--- src/rtl/ps2_packet_rx.sv ---
// rtl/ps2_packet_rx.sv - PS/2 packet receiver: deglitch, 11-bit framing checks, packet assembly, timeouts
module ps2_packet_rx #(
  parameter int TICK_DIV    = 50,
  parameter int PKT_BYTES   = 3,
  parameter int FILTER_LEN  = 8,
  parameter int FRAME_TO_US = 2000,
  parameter int BYTE_TO_US  = 1000,
  parameter int GAP_US      = 100
) (
  input  logic                   qzt_clk,
  input  logic                   rst,
  input  logic                   enable,
  input  logic                   PS2C,
  input  logic                   PS2D,
  output logic                   busy,
  output logic [8*PKT_BYTES-1:0] pkt_data,
  output logic                   pkt_valid,
  output logic                   err,
  output logic [7:0]             errcode
);

  localparam int PW     = 8 * PKT_BYTES;
  localparam int FW     = $clog2(FILTER_LEN + 1);
  localparam int DW     = (TICK_DIV > 1) ? $clog2(TICK_DIV) : 1;
  localparam int IW     = (PKT_BYTES > 1) ? $clog2(PKT_BYTES) : 1;
  localparam int TO_A   = (FRAME_TO_US > BYTE_TO_US) ? FRAME_TO_US : BYTE_TO_US;
  localparam int TO_MAX = (TO_A > GAP_US) ? TO_A : GAP_US;
  localparam int TW     = $clog2(TO_MAX + 1);

  localparam logic [7:0] E_FRAME_TO = 8'd1;
  localparam logic [7:0] E_START    = 8'd2;
  localparam logic [7:0] E_PARITY   = 8'd3;
  localparam logic [7:0] E_STOP     = 8'd4;
  localparam logic [7:0] E_BYTE_TO  = 8'd5;

  typedef enum logic [2:0] {
    S_IDLE,
    S_FRAME,
    S_CHECK,
    S_WAITBYTE,
    S_ERRWAIT
  } state_t;

  state_t state_q, state_d;

  // Index 0 is the clock line, index 1 the data line.
  logic [1:0]         sync1_q, sync1_d;
  logic [1:0]         sync2_q, sync2_d;
  logic [1:0]         filt_q, filt_d;
  logic [1:0][FW-1:0] fcnt_q, fcnt_d;
  logic               clk_prev_q, clk_prev_d;
  logic [DW-1:0]      div_q, div_d;

  logic [TW-1:0]      tmr_q, tmr_d;
  logic [3:0]         bit_cnt_q, bit_cnt_d;
  logic [9:0]         sh_q, sh_d;
  logic [IW-1:0]      byte_idx_q, byte_idx_d;
  logic [PW-1:0]      buf_q, buf_d, buf_next;
  logic [PW-1:0]      pkt_data_q, pkt_data_d;
  logic               pkt_valid_q, pkt_valid_d;
  logic               err_q, err_d;
  logic [7:0]         errcode_q, errcode_d;

  logic               tick, fall, dat_f;
  logic               frame_to, byte_to, gap_done;
  logic               parity_ok, stop_ok, last_byte;
  logic               err_hit;
  logic [7:0]         err_code_c;

  assign tick      = (div_q == DW'(TICK_DIV - 1));
  assign fall      = clk_prev_q & ~filt_q[0];
  assign dat_f     = filt_q[1];
  assign frame_to  = (tmr_q >= TW'(FRAME_TO_US));
  assign byte_to   = (tmr_q >= TW'(BYTE_TO_US));
  assign gap_done  = (tmr_q >= TW'(GAP_US));
  assign parity_ok = ^sh_q[8:0];
  assign stop_ok   = sh_q[9];
  assign last_byte = (byte_idx_q == IW'(PKT_BYTES - 1));

  // A filtered line only flips after FILTER_LEN consecutive disagreeing samples.
  always_comb begin
    sync1_d    = {PS2D, PS2C};
    sync2_d    = sync1_q;
    filt_d     = filt_q;
    fcnt_d     = fcnt_q;
    for (int i = 0; i < 2; i++) begin
      if (sync2_q[i] == filt_q[i]) begin
        fcnt_d[i] = '0;
      end else if (fcnt_q[i] == FW'(FILTER_LEN - 1)) begin
        filt_d[i] = sync2_q[i];
        fcnt_d[i] = '0;
      end else begin
        fcnt_d[i] = fcnt_q[i] + FW'(1);
      end
    end
    clk_prev_d = filt_q[0];
    div_d      = tick ? '0 : div_q + DW'(1);
  end

  always_comb begin
    buf_next = buf_q;
    for (int i = 0; i < PKT_BYTES; i++) begin
      if (byte_idx_q == IW'(i)) buf_next[8*i +: 8] = sh_q[7:0];
    end
  end

  always_ff @(posedge qzt_clk) begin
    if (rst) state_q <= S_IDLE;
    else     state_q <= state_d;
  end

  always_comb begin
    state_d = state_q;
    if (!enable) begin
      state_d = S_IDLE;
    end else begin
      case (state_q)
        S_IDLE:     if (fall) state_d = dat_f ? S_ERRWAIT : S_FRAME;
        S_FRAME: begin
          if (frame_to)                      state_d = S_ERRWAIT;
          else if (fall && bit_cnt_q == 4'd9) state_d = S_CHECK;
        end
        S_CHECK: begin
          if (!parity_ok || !stop_ok) state_d = S_ERRWAIT;
          else if (last_byte)         state_d = S_IDLE;
          else                        state_d = S_WAITBYTE;
        end
        S_WAITBYTE: begin
          if (byte_to)   state_d = S_ERRWAIT;
          else if (fall) state_d = dat_f ? S_ERRWAIT : S_FRAME;
        end
        S_ERRWAIT:  if (gap_done) state_d = S_IDLE;
        default:    state_d = S_IDLE;
      endcase
    end
  end

  // Timeouts are tested before edges so a coinciding edge never masks them.
  always_comb begin
    bit_cnt_d   = bit_cnt_q;
    sh_d        = sh_q;
    byte_idx_d  = byte_idx_q;
    buf_d       = buf_q;
    tmr_d       = tick ? tmr_q + TW'(1) : tmr_q;
    pkt_data_d  = pkt_data_q;
    pkt_valid_d = 1'b0;
    err_d       = 1'b0;
    errcode_d   = errcode_q;
    err_hit     = 1'b0;
    err_code_c  = '0;
    if (!enable) begin
      byte_idx_d = '0;
      tmr_d      = '0;
    end else begin
      case (state_q)
        S_IDLE: begin
          tmr_d     = '0;
          bit_cnt_d = '0;
          if (fall && dat_f) begin
            err_hit    = 1'b1;
            err_code_c = E_START;
          end
        end
        S_FRAME: begin
          if (frame_to) begin
            err_hit    = 1'b1;
            err_code_c = E_FRAME_TO;
          end else if (fall) begin
            sh_d      = {dat_f, sh_q[9:1]};
            bit_cnt_d = bit_cnt_q + 4'd1;
          end
        end
        S_CHECK: begin
          tmr_d = '0;
          if (!parity_ok) begin
            err_hit    = 1'b1;
            err_code_c = E_PARITY;
          end else if (!stop_ok) begin
            err_hit    = 1'b1;
            err_code_c = E_STOP;
          end else begin
            buf_d = buf_next;
            if (last_byte) begin
              pkt_data_d  = buf_next;
              pkt_valid_d = 1'b1;
              byte_idx_d  = '0;
            end else begin
              byte_idx_d = byte_idx_q + IW'(1);
            end
          end
        end
        S_WAITBYTE: begin
          if (byte_to) begin
            err_hit    = 1'b1;
            err_code_c = E_BYTE_TO;
          end else if (fall) begin
            tmr_d     = '0;
            bit_cnt_d = '0;
            if (dat_f) begin
              err_hit    = 1'b1;
              err_code_c = E_START;
            end
          end
        end
        S_ERRWAIT: if (!filt_q[0] || !filt_q[1]) tmr_d = '0;
        default: ;
      endcase
      if (err_hit) begin
        err_d      = 1'b1;
        errcode_d  = err_code_c;
        byte_idx_d = '0;
        tmr_d      = '0;
      end
    end
  end

  always_ff @(posedge qzt_clk) begin
    if (rst) begin
      sync1_q     <= 2'b11;
      sync2_q     <= 2'b11;
      filt_q      <= 2'b11;
      fcnt_q      <= '0;
      clk_prev_q  <= 1'b1;
      div_q       <= '0;
      tmr_q       <= '0;
      bit_cnt_q   <= '0;
      sh_q        <= '0;
      byte_idx_q  <= '0;
      buf_q       <= '0;
      pkt_data_q  <= '0;
      pkt_valid_q <= 1'b0;
      err_q       <= 1'b0;
      errcode_q   <= '0;
    end else begin
      sync1_q     <= sync1_d;
      sync2_q     <= sync2_d;
      filt_q      <= filt_d;
      fcnt_q      <= fcnt_d;
      clk_prev_q  <= clk_prev_d;
      div_q       <= div_d;
      tmr_q       <= tmr_d;
      bit_cnt_q   <= bit_cnt_d;
      sh_q        <= sh_d;
      byte_idx_q  <= byte_idx_d;
      buf_q       <= buf_d;
      pkt_data_q  <= pkt_data_d;
      pkt_valid_q <= pkt_valid_d;
      err_q       <= err_d;
      errcode_q   <= errcode_d;
    end
  end

  assign busy      = (state_q != S_IDLE);
  assign pkt_data  = pkt_data_q;
  assign pkt_valid = pkt_valid_q;
  assign err       = err_q;
  assign errcode   = errcode_q;

endmodule
--- config.mk ---
export PLATFORM = sky130hd
export DESIGN_NAME = ps2_packet_rx
export DESIGN_NICKNAME = d
export VERILOG_FILES = /design/src/rtl/ps2_packet_rx.sv
export SDC_FILE = /design/constraint.sdc
export NUM_CORES = 1
export LEC_CHECK = 0
export BUFFER_PORTS_ARGS = -buffer_cell sky130_fd_sc_hd__buf_4
export CORE_ASPECT_RATIO = 1.1
export CORE_MARGIN = 2
export CORE_UTILIZATION = 55
export CTS_BUF_LIST = sky130_fd_sc_hd__clkbuf_8
export CTS_CLUSTER_DIAMETER = 200
export DETAILED_ROUTE_END_ITERATION = 12
export PLACE_DENSITY = 0.75
export SYNTH_ARGS = -nofsm -noshare
export SYNTH_HDL_FRONTEND = slang
export SYNTH_SLANG_ARGS = --single-unit
--- constraint.sdc ---
create_clock -name qzt_clk -period 2.53 [get_ports qzt_clk]
set_input_delay 0 -clock qzt_clk [delete_from_list [all_inputs] [get_ports qzt_clk]]
set_output_delay 0 -clock qzt_clk [all_outputs]
set_load 0.1 [all_outputs]
# == Word level (Yosys, flattened, before mapping) ==
# Cells that the tools add are included.
# Widths: inputs -> output; s select.
# totals
inputBits,5
register_bits,109
out_inout_bits,35
wordCells,125
# classes
n_addsub,6
n_mux,42
reduce_logical,29
eq_ne,18
bitwise,9
n_lt_le_gt_ge,3
# ops
operator,n
$mux 11,4
$pmux 11 s3,1
$mux 3,10
$mux 8,3
$mux 4,4
$pmux 3 s5,1
$add 4x1->4 const B,3
$pmux 3 s4,1
$pmux 4 s3,1
$add 11x1->11 const B,1
$ge 11x10->1 const B,1
$ge 11x11->1 const B,1
$ge 11x7->1 const B,1
$mux 1,11
$mux 2,5
$ne 2x2->1 const B,5
$reduce_or 3->1,3
$reduce_xor 9->1,1
$eq 4x3->1 const B,2
$not 1->1,8
$reduce_and 2->1,4
$reduce_and 4->1,2
$add 6x1->6 const B,1
$eq 3x2->1 const B,2
22 further kinds,31

# == Depth between registers and ports, before layout ==
# logic_depth
depth_word,7
ltp_mapped,8
ltp_nobuf,7

# == Worst setup path before layout ==
# Ideal clock, no wire load.
# synth_path
path_kind,register -> register
startpoint,register sh_q[2]
endpoint,register buf_q[10]
required_ns,2.458
setup_slack_ns,0.583
path_stages_with_launch,6
arrival_time_ns,1.875
setup_ns,0.072
period_less_slack_ns,1.947
n_path_buf,0
cell_sequence,dfxtp_1 > xor2_1 > xnor3_2 > mux2i_4 > nor3_4 > mux2i_1
# synth_between
elab_chain_len,2
word_cells_on_any_way,3
classes_between,mux (1); reduce/logical (2)
# synth_rtl
element,line_no,text
start: declaration,56,"logic [9:0] sh_q, sh_d;"
start signal: assignment,227,sh_q <= '0;
start signal: assignment,243,sh_q <= sh_d;
$reduce_xor 9->1,76,assign parity_ok = ^sh_q[8:0];
$reduce_and 4->1 (no line),n/a,
end signal: assignment,245,buf_q <= buf_d;
end: declaration,58,"logic [PW-1:0] buf_q, buf_d, buf_next;"
# Parallel ways exist; a longest one is shown, timed or not.
# A chain may end at the register's enable or synchronous reset.

# == Worst setup path in the final report ==
# layout_path
startpoint,register sh_q[2]
endpoint,register tmr_q[7]
# layout_between
elab_chain_len,5
# layout_rtl
element,line_no,text
$reduce_xor 9->1,76,
$mux 1,175,if (!parity_ok) begin
$pmux 1 s4,155,case (state_q)
$mux 1,151,if (!enable) begin
$reduce_or 3->1 (no line),n/a,
end signal: assignment,241,tmr_q <= tmr_d;
end: declaration,54,"logic [TW-1:0] tmr_q, tmr_d;"
# No other way between the ends. The select of a mux whose other input is x is not followed.

==> impl_metrics.yaml <==
status:
  run_status: "complete, no violations"
setup_path:
  path_max_fanout: 11
  endpoint_kind: "register"
  cp_num_buf_inv: 0
  critPathLaunchType: "register"
  cp.arrival_ps: 2450
  critical_path.max_stage_delay_ps: 530
  critPathKind: "register to register"
  crit_chain: "xor2_1 -> xnor3_2 -> mux2_4 -> nand4_1 -> nor2_1"
  slowest_stage: "xnor3_2"
  critPathTopFamily: "XOR/XNOR gates"
  startpoint: "sh_q[2]"
  required_ps: 2820
  r2r-start: "sh_q[2]"
yosys:
  ys_seq_area_share_pct: 44.7
  async_flop_share_pct: 0
  synth_top_area_share_pct: 44.7
  synth_edf_count: 0
  ys_types: 53
  syn_inst: 484
  synth-main-ff-cell: "dfxtp_1"
  synth_warnings: 0
  synth_area_leaders: "dfxtp_1 (45%), a21oi_1 (5.4%), mux2i_1 (4.2%)"
  synth_area_mm2: 0.00430
  yosysTopAreaCell: "dfxtp_1"
  yosys_register_bits: 96
  postSynthAreaPerCell_um2: 8.88
timing:
  min_period_over_period_pct: 85.4
  clock_skew_ps: 10.9
  rsz0062_at_grt: "no"
  maxSlewViolCount: 0
  hold_slack_ps: 114
  setup_slack_ps: 370
  setup_viol: 0
  max_freq_mhz: 463
  worstMarginPinSlew_ps: 813
  relSlewSlack_pct: 45.7
  finalHoldViolations: 0
  timing.final.crit_period_ps: 2160
  setup_tns_ps: 0
power_and_ir_drop:
  power_leakage_nw: 1.73
  peakVddDrop_mv: 0.381
  p_comb_share_pct: 3.5
  pwr-share-clk_pct: 37.4
  seqPwrFrac_pct: 59.1
  p_per_area_mw_per_mm2: 537
  p_sw_mw: 0.638
  power_mw: 2.58
  p_int_mw: 1.94
  p_sw_share_pct: 24.7
die:
  io_pins: 40
  rows: 33
  die-width_um: 88.3
  coreArea_mm2: 0.00751
  die_y_um: 96.7
  initial_core_util_pct: 57.2
  die_area_mm2: 0.00854
clocking:
  cts.sinks: 96
  h-tree-depth: 3
  cts_resized: 0
  cts_tree: "yes"
  clockBufferDepth: 2
  cts_setup_buffers: 0
  clkLatencyLatePin_ps: 370
  cts_made_buffers: 9
  root_buffer: "clkbuf_8"
  clkTransAtPathRegs_ps: 100
min_path:
  hold_start: "rst"
  hold_path_class: "input pin to register"
global_route:
  grt_start_max_net_pins: 77
  gr-usage-met1_pct: 27.7
  met2_usage_pct: 34.9
  grt_busiest_layer: "met2"
  grtUsageMet3_pct: 2.73
  grt_pass1_wl_um: 14800
  antenna_found_initial: 0
  grt.total_usage_pct: 21.4
  gr-total-overflow: 0
  grt_pass1_vias: 3289
routing:
  viasPerCell: 5.45
  num_vias: 3371
  drcViolationCount: 0
  wirelength_um: 8490
  wl_per_cell_um: 13.7
  drtIter0Drc: 147
  ant_nets: 0
  firstDrtPassIters: 4
finish:
  layout_commonest_cell: "dfxtp_1"
  layout_common_cells: "dfxtp_1 (96), a21oi_1 (46), buf_4 (40), nand2_1 (38)"
  post-route-util_pct: 63.9
  layout-drive-gt1-share_pct: 14.4
  fillers: 670
  antenna_cells: 0
  num-nets-final: 522
  area_delta_synth_final_pct: 11.8
placement:
  place_worst_setup_slack_ps: 408
  io_buffers: 34
  hpwl_um: 5750
  gp_congestion: 0.872
flow_run:
  cap_violations: 0
power groups by stage:
stage                     Sequential [mW]  Clock (mW)  Combinational, mW
after global routing                 1.52        1.04             0.0971
after global placement               1.56           0             0.0855
after detailed placement             1.56           0             0.0860
after floorplan                      1.56           0             0.0789
final                                1.52       0.965             0.0896
after CTS                            1.52       0.982             0.0897
stage by stage:
stage	cell area, µm²	std cells
global route	4800	619
finish	4800	619
floorplan	4310	488
global placement	4590	600
detailed placement	4590	600
CTS	4800	619
synth_stat cells (4+ instances only):
master and count:
a21oi_1 46, nand3b_1 5, nand2b_1 25, buf_4 7
nor2_1 35, and2_1 6, nand4_1 7, o21ai_1 24
clkbuf_1 16, and3_1 5, ha_1 8, xor2_1 8
nor2b_1 4, nor3_1 7, buf_2 7, nor3b_1 4
or3_1 5, xnor2_1 16, or2_2 7, nand2_1 38
o21ai_0 7, dfxtp_1 96, nand3_1 35, mux2i_1 18
inv_1 11
logic make-up (layout without fill, tap and decap cells):
group | Yosys count | after routing | share of synthesized area (%)
compound gates | 97 | 97 | 13.4
xor+xnor | 27 | 27 | 6.52
fa+ha+maj | 8 | 8 | 2.33
buf+inv | 44 | 70 | 4.66
flops | 96 | 96 | 44.7
mux | 21 | 21 | 5.33
other cells | 1 | 5 | 0.0872
simple gates | 190 | 190 | 23.0
cell type report:
type                       instances  area (µm²)  share of cell area (%)
tap                              105         131                    2.73
timing repair buffer              43         330                    6.88
clock buffer                      10         138                    2.86
multi-input combinational        348        2190                    45.6
clock inverter                     6        50.0                    1.04
sequential                        96        1920                    40.0
inverter                          11        41.3                   0.859
registers in the layout, summed over array words and instances (netlist names), 4 cells and up:
signal     count
div_q          6
bit_cnt_q      4
sh_q          10
pkt_data      24
fcnt_q         8
tmr_q         11
buf_q         16
timing repair:
item,in CTS,in global routing
hold buffers,3,0
endpoints found under the hold margin,3,0
endpoints found under the setup margin,0,0
final timing paths:
kind	to	slack, ps	cells after the start
min reg2reg	sync2_q[0]	420	1
max reg2reg	tmr_q[7]	370	5
max	tmr_q[7]	370	5
min	err	110	2
layer usage:
| layer | up-vias | share of wire [%] |
|---|---|---|
| li1 | 1703 | - |
| met1 | 1597 | 46 |
| met2 | 61 | 49 |
| met3 | 10 | 3.0 |
| met4 | 0 | 1.9 |
| met5 | - | 0 |
worst register-to-register path: cells and delay by family, from the launching register on:
family        cells  cell delay (ps)
xor+xnor          2              730
simple gates      2              640
mux               1              290
flops             1              430
Power figures use the tool's default switching activity.
